`src/rtl/instruction_cache.sv`:
```
// Single-block instruction cache: fills ISA_DEPTH words from DDR one word at a time, then serves instruction fetches.
// Optional build macro INS_CACHE_PARITY_EN adds a per-word even-parity bit and a par_err output.
module instruction_cache #(
  parameter int ADDR_WIDTH_MEM  = 16,
  parameter int ISA_DEPTH       = 64,
  parameter int TOTAL_ISA_DEPTH = 128,
  parameter int DDR_ADDR_WIDTH  = 28,
  parameter int INS_WIDTH       = 64,
  parameter logic [DDR_ADDR_WIDTH-1:0] DDR_INS_BASE = 28'h0100000
) (
  input  logic                      clk,
  input  logic                      rst,
  input  logic [ADDR_WIDTH_MEM-1:0] addr_ins,
  output logic                      ins_cache_rdy,
  output logic [3:0]                st_cur_ins_cache,
  output logic [9:0]                load_times,
  output logic [INS_WIDTH-1:0]      ins_out,
  output logic                      ins_out_valid,
  output logic                      ddr_rd_req,
  output logic [DDR_ADDR_WIDTH-1:0] ddr_rd_addr,
  input  logic                      ddr_rd_ack,
  input  logic [INS_WIDTH-1:0]      ddr_rd_data,
  input  logic                      ddr_rd_data_valid
`ifdef INS_CACHE_PARITY_EN
  ,
  output logic                      par_err
`endif
);

  typedef enum logic [3:0] {
    START     = 4'd1,
    LOAD_INS  = 4'd2,
    SENT_INS  = 4'd3,
    LOAD_WAIT = 4'd4
  } state_t;

  localparam int OFF_W = $clog2(ISA_DEPTH);
  localparam int BLK_W = ADDR_WIDTH_MEM - OFF_W;
  localparam logic [OFF_W-1:0]          LAST_I  = OFF_W'(ISA_DEPTH - 1);
  localparam logic [ADDR_WIDTH_MEM-1:0] TOTAL_A = ADDR_WIDTH_MEM'(TOTAL_ISA_DEPTH);

  state_t               state;
  logic [BLK_W-1:0]     blk;
  logic [OFF_W-1:0]     i;
  logic [INS_WIDTH-1:0] mem [ISA_DEPTH];
`ifdef INS_CACHE_PARITY_EN
  logic                 mem_par [ISA_DEPTH];
`endif

  logic [BLK_W-1:0] addr_blk;
  logic [OFF_W-1:0] addr_off;
  logic             in_range;
  logic             blk_hit;

  assign addr_blk         = addr_ins[ADDR_WIDTH_MEM-1:OFF_W];
  assign addr_off         = addr_ins[OFF_W-1:0];
  assign in_range         = addr_ins < TOTAL_A;
  assign blk_hit          = (10'(addr_blk) + 10'd1) == load_times;
  assign st_cur_ins_cache = state;

  function automatic logic [DDR_ADDR_WIDTH-1:0] word_addr(input logic [BLK_W-1:0] b,
                                                          input logic [OFF_W-1:0] w);
    return DDR_INS_BASE + DDR_ADDR_WIDTH'({b, w, 3'b000});
  endfunction

  // Fill storage carries no reset; only load_times says whether it holds anything.
  always_ff @(posedge clk) begin
    if (state == LOAD_WAIT && ddr_rd_data_valid) begin
      mem[i] <= ddr_rd_data;
`ifdef INS_CACHE_PARITY_EN
      mem_par[i] <= ^ddr_rd_data;
`endif
    end
  end

  // DDR handshake: ddr_rd_req/ddr_rd_addr stay stable from LOAD_INS entry until ddr_rd_ack is
  // sampled high; req drops the next cycle, and ddr_rd_data_valid is honoured only in LOAD_WAIT.
  always_ff @(posedge clk or negedge rst) begin
    if (!rst) begin
      state         <= START;
      blk           <= '0;
      i             <= '0;
      load_times    <= '0;
      ins_cache_rdy <= 1'b0;
      ins_out       <= '0;
      ins_out_valid <= 1'b0;
      ddr_rd_req    <= 1'b0;
      ddr_rd_addr   <= '0;
`ifdef INS_CACHE_PARITY_EN
      par_err       <= 1'b0;
`endif
    end else begin
`ifdef INS_CACHE_PARITY_EN
      par_err <= 1'b0;
`endif
      case (state)
        START: begin
          state         <= LOAD_INS;
          blk           <= addr_blk;
          i             <= '0;
          ins_cache_rdy <= 1'b0;
          ddr_rd_req    <= 1'b1;
          ddr_rd_addr   <= word_addr(addr_blk, {OFF_W{1'b0}});
        end
        LOAD_INS: begin
          if (ddr_rd_ack) begin
            ddr_rd_req <= 1'b0;
            state      <= LOAD_WAIT;
          end
        end
        LOAD_WAIT: begin
          if (ddr_rd_data_valid) begin
            if (i == LAST_I) begin
              state         <= SENT_INS;
              load_times    <= 10'(blk) + 10'd1;
              ins_cache_rdy <= 1'b1;
            end else begin
              i           <= i + OFF_W'(1);
              state       <= LOAD_INS;
              ddr_rd_req  <= 1'b1;
              ddr_rd_addr <= word_addr(blk, i + OFF_W'(1));
            end
          end
        end
        SENT_INS: begin
          if (in_range && blk_hit) begin
`ifdef INS_CACHE_PARITY_EN
            if ((^mem[addr_off]) != mem_par[addr_off]) begin
              ins_out_valid <= 1'b0;
              par_err       <= 1'b1;
            end else begin
              ins_out       <= mem[addr_off];
              ins_out_valid <= 1'b1;
            end
`else
            ins_out       <= mem[addr_off];
            ins_out_valid <= 1'b1;
`endif
          end else if (in_range) begin
            // Block switch: the new block is fixed here; later addr_ins changes wait until SENT_INS.
            state         <= LOAD_INS;
            blk           <= addr_blk;
            i             <= '0;
            ins_out_valid <= 1'b0;
            ins_cache_rdy <= 1'b0;
            ddr_rd_req    <= 1'b1;
            ddr_rd_addr   <= word_addr(addr_blk, {OFF_W{1'b0}});
          end else begin
            ins_out_valid <= 1'b0;
          end
        end
        default: begin
          state         <= START;
          ins_out_valid <= 1'b0;
          ins_cache_rdy <= 1'b0;
          ddr_rd_req    <= 1'b0;
        end
      endcase
    end
  end

endmodule

```
`config.mk`:
```
export PLATFORM = sky130hd
export DESIGN_NAME = instruction_cache
export DESIGN_NICKNAME = d
export VERILOG_FILES = /design/src/rtl/instruction_cache.sv
export SDC_FILE = /design/constraint.sdc
export NUM_CORES = 2
export LEC_CHECK = 0
export BUFFER_PORTS_ARGS = -buffer_cell sky130_fd_sc_hd__buf_4
export CORE_MARGIN = 3
export CORE_UTILIZATION = 55
export DETAILED_ROUTE_END_ITERATION = 16
export GPL_TIMING_DRIVEN = 0
export PLACE_DENSITY_LB_ADDON = 0.15
export SLEW_MARGIN = 10
export SYNTH_ARGS = -nofsm -noshare
export SYNTH_HDL_FRONTEND = slang
export SYNTH_SLANG_ARGS = --single-unit
```
`constraint.sdc`:
```
create_clock -name clk -period 7.56 [get_ports clk]
set_input_delay 0.378 -clock clk [delete_from_list [all_inputs] [get_ports clk]]
set_output_delay 0.378 -clock clk [all_outputs]
set_load 0.01 [all_outputs]
```
==> results.tsv <==
stage	metric	value	unit
synth	synth_top_area_frac	0.770	
clocking	cts_buffer_depth	4	
timing	post-route-period-util	0.670	
synth	syn_area	0.160	sq mm
critical_path	critPathKind	reg2reg	
timing	drv_slew	0	
clocking	cts_tree	done	
cells_and_area	flow.area_growth_from_synthesis	16.2	%
detailed_routing	first_iter_violations	10800	
detailed_routing	first_pass_iters	5	
synth	synth_mux_area_frac	0.196	
global_routing	grt.total_usage	0.284	
critical_path	worst_path_largest_cell_delay	1.11	ns
detailed_routing	vias	75000	
critical_path	worst-path-max-fanout	18	
hold_path	hp-start	addr_ins[11]	
synth	synth_warnings	0	
job	cap_violations	0	
cells_and_area	mostFrequentLayoutCells	edfxtp_1, mux4_2, clkbuf_16	
clocking	root_buffer	clkbuf_16	
clocking	cts_buffers	416	
synth	synth_fa_ha_area_frac	0.000235	
cells_and_area	nets	7216	
synth	async_flop_share	0.0255	
global_routing	grt-ovfl-total	0	
critical_path	end_kind	register	
global_routing	grt_max_degree	76	
pwr	p_clk_frac	0.419	
detailed_routing	drc_errors	0	
detailed_routing	drtAntennaViolNets	0	
synth	ys_ff_latch	4203	
critical_path	crit_path_top_delay_cell	nor2_4	
cells_and_area	final_common_cell	edfxtp_1	
clocking	clock_latency	0.95	ns
synth	synth_edf_count	4096	
timing	fin_worst_skew	0.0568	ns
synth	synthSimpleGateAreaFrac	0.00459	
synth	synth_xor_area_frac	0.00104	
synth	ys_types	47	
pwr	seq_power_share	0.528	
global_routing	antenna_found_initial	26	
floorplan	start_util	0.554	
placement	io_buffers	174	
clocking	cts_sinks	4203	
placement	dp_slack	2.57	ns
critical_path	cp-start-kind	register	
pwr	comb_power_share	0.053	
synth	synth_area_leaders	edfxtp_1, mux4_2, dfrtp_1	
pwr	p_per_area	263	mW/mm^2
floorplan	pin_count	193	
critical_path	r2r_slack	2.50	ns
detailed_routing	post_drt_wl_per_cell	36.9	um
detailed_routing	viasPerCell	6.66	
status	outcome	complete, no violations	
timing	grt_setup_unrepaired	no	
critical_path	reg2reg_depth	8	
timing	slew_headroom	0.162	
floorplan	die_area	0.297	sq mm
timing	clock.fmax	0.198	GHz
pwr	ir_worst_vdd	0.000194	V
hold_path	hold_path_end	blk[5]	
timing	tightestPinTransition	1.26	ns
timing	hold_violations	0	
global_routing	grt_pass1_wl	585000	um
placement	dpl.hpwl	273000	um
synth	synth_top_family_by_area	multiplexers	
synth	synth_top_cell_by_area	edfxtp_1	
timing	setup_tns	0	ns
synth	synth_ff_type	edfxtp_1	
timing	period_minus_slack	5.06	ns
floorplan	rows	197	
global_routing	grt_pass1_vias	75800	
timing	setup_ws	2.50	ns
pwr	intPower	0.0384	W
floorplan	coreArea	0.288	sq mm
pwr	swShare	0.212	
floorplan	die_x	545	um
timing	holdWs	0.266	ns
timing	setup_viol	0	
placement	place_congestion	0.791	
cells_and_area	layout-drive-gt1-share	0.348	
synth	yosysSeqAreaShare	0.787	
detailed_routing	wirelength	416000	um
pwr	p_sw	0.0103	W
hold_path	whs_path_depth	3	
hold_path	min_path_type	in2reg	
critical_path	required	8.18	ns
synth	syn_area_per_cell	25.7	sq um
critical_path	arrival	5.68	ns
cells_and_area	fillers	18400	
critical_path	r2r_start	st_cur_ins_cache[1]	
floorplan	chipHeight	545	um
clocking	clk_pin_slew	0.06	ns
critical_path	r2r_end	mem[23][35]	
pwr	p_leak	58.2	nW
clocking	cts_resized	0	
critical_path	cp_cell_sequence	clkbuf_1, nor3b_1, and2_0, clkbuf_1, nand4_1, nor2_4, buf_12, buf_12	
synth	synth_compound_area_frac	0.00194	
synth	syn_inst	6212	
clocking	h-tree-depth	5	
-- Yosys cell counts, types with 13 or more instances --
library cell and count:
edfxtp_1 4096, nand3_1 18, dfrtp_1 106, nor2_1 92, a21oi_1 23, buf_2 73
buf_4 13, nand2_1 18, clkbuf_1 194, mux4_2 1344, buf_1 50, mux2_2 90
-- power groups by stage --
stage          Clock [W]  Combinational (W)  Sequential [W]
6_report          0.0204            0.00258          0.0257
5_1_grt           0.0216            0.00271          0.0257
4_1_cts           0.0207            0.00259          0.0257
3_5_place_dp           0            0.00254          0.0262
3_3_place_gp           0            0.00244          0.0262
2_1_floorplan          0            0.00137          0.0262
-- area by class of cell --
cell class | instances | area [sq um] | share of cell area
clock inverter | 230 | 2460 | 0.0133
antenna | 25 | 62.6 | 0.000337
inverter | 2 | 7.51 | 0.0000405
clock buffer | 526 | 11000 | 0.0591
tap | 3781 | 4730 | 0.0255
sequential | 4203 | 126000 | 0.677
buffer | 334 | 1460 | 0.00784
timing repair buffer | 488 | 7090 | 0.0382
multi-input combinational | 1684 | 33100 | 0.178
-- cells by family after synthesis --
kind of cell / count (synthesis)
AO/OA/AOI/OAI: 51
XOR/XNOR: 19
adder cells (fa/ha/maj): 3
buffers and inverters: 336
flip-flops: 4203
multiplexers: 1436
other: 1
AND/OR/NAND/NOR: 163
-- per-stage QoR --
| stage | cell area [sq um] | total power (W) | utilization | std cells |
|---|---|---|---|---|
| finish | 186000 | 0.0487 | 0.643 | 11300 |
| global route | 185000 | 0.0500 | 0.643 | 11300 |
| CTS | 185000 | 0.0490 | 0.643 | 11200 |
| detailed placement | 171000 | 0.0287 | 0.594 | 10400 |
| global placement | 166000 | 0.0286 | 0.575 | 10200 |
| floorplan | 160000 | 0.0276 | - | 6223 |
-- worst max-delay path by stage --
| stage | start | end | slack, ns | cells past startpoint |
|---|---|---|---|---|
| 2_1_floorplan | st_cur_ins_cache[0] | mem[31][0] | 2.43 | 6 |
| 3_3_place_gp | st_cur_ins_cache[1] | mem[51][31] | -2.75 | 6 |
| 3_5_place_dp | addr_ins[2] | ins_out[58] | 2.57 | 9 |
| 4_1_cts | st_cur_ins_cache[1] | mem[23][35] | 2.64 | 8 |
| 5_1_grt | st_cur_ins_cache[1] | mem[22][37] | 2.33 | 8 |
| 6_report | st_cur_ins_cache[1] | mem[23][35] | 2.50 | 8 |
-- state kept, by name (all words and copies together), names as in the netlist --
signal / flops
ddr_rd_req: 1
st_cur_ins_cache: 3
load_times: 10
ins_out_valid: 1
ins_cache_rdy: 1
ddr_rd_addr: 12
mem: 4096
ins_out: 64
blk: 10
i: 5
-- metal layers --
layer,wire length [um],share of wire,vias up,global-route usage
met2,199000,0.48,4338,0.440
met3,43900,0.11,631,0.0626
met5,79,0.00019,-,0
met1,160000,0.38,41000,0.413
met4,12800,0.031,12,0.0838
li1,-,-,29100,-
-- what timing repair did --
action / 4_1_cts / 5_1_grt
hold endpoints to repair: 4164 / 0
hold buffers: 79 / 0
buffers inserted: 0 / 0
-- worst max-delay path, delay by kind of cell, from the launching register on --
kind	cells	cell delay, ns
DFF	1	0.40
buffers and inverters	4	1.12
and+or+nand+nor	4	3.15
No activity file was read; power rests on OpenSTA's default activity.
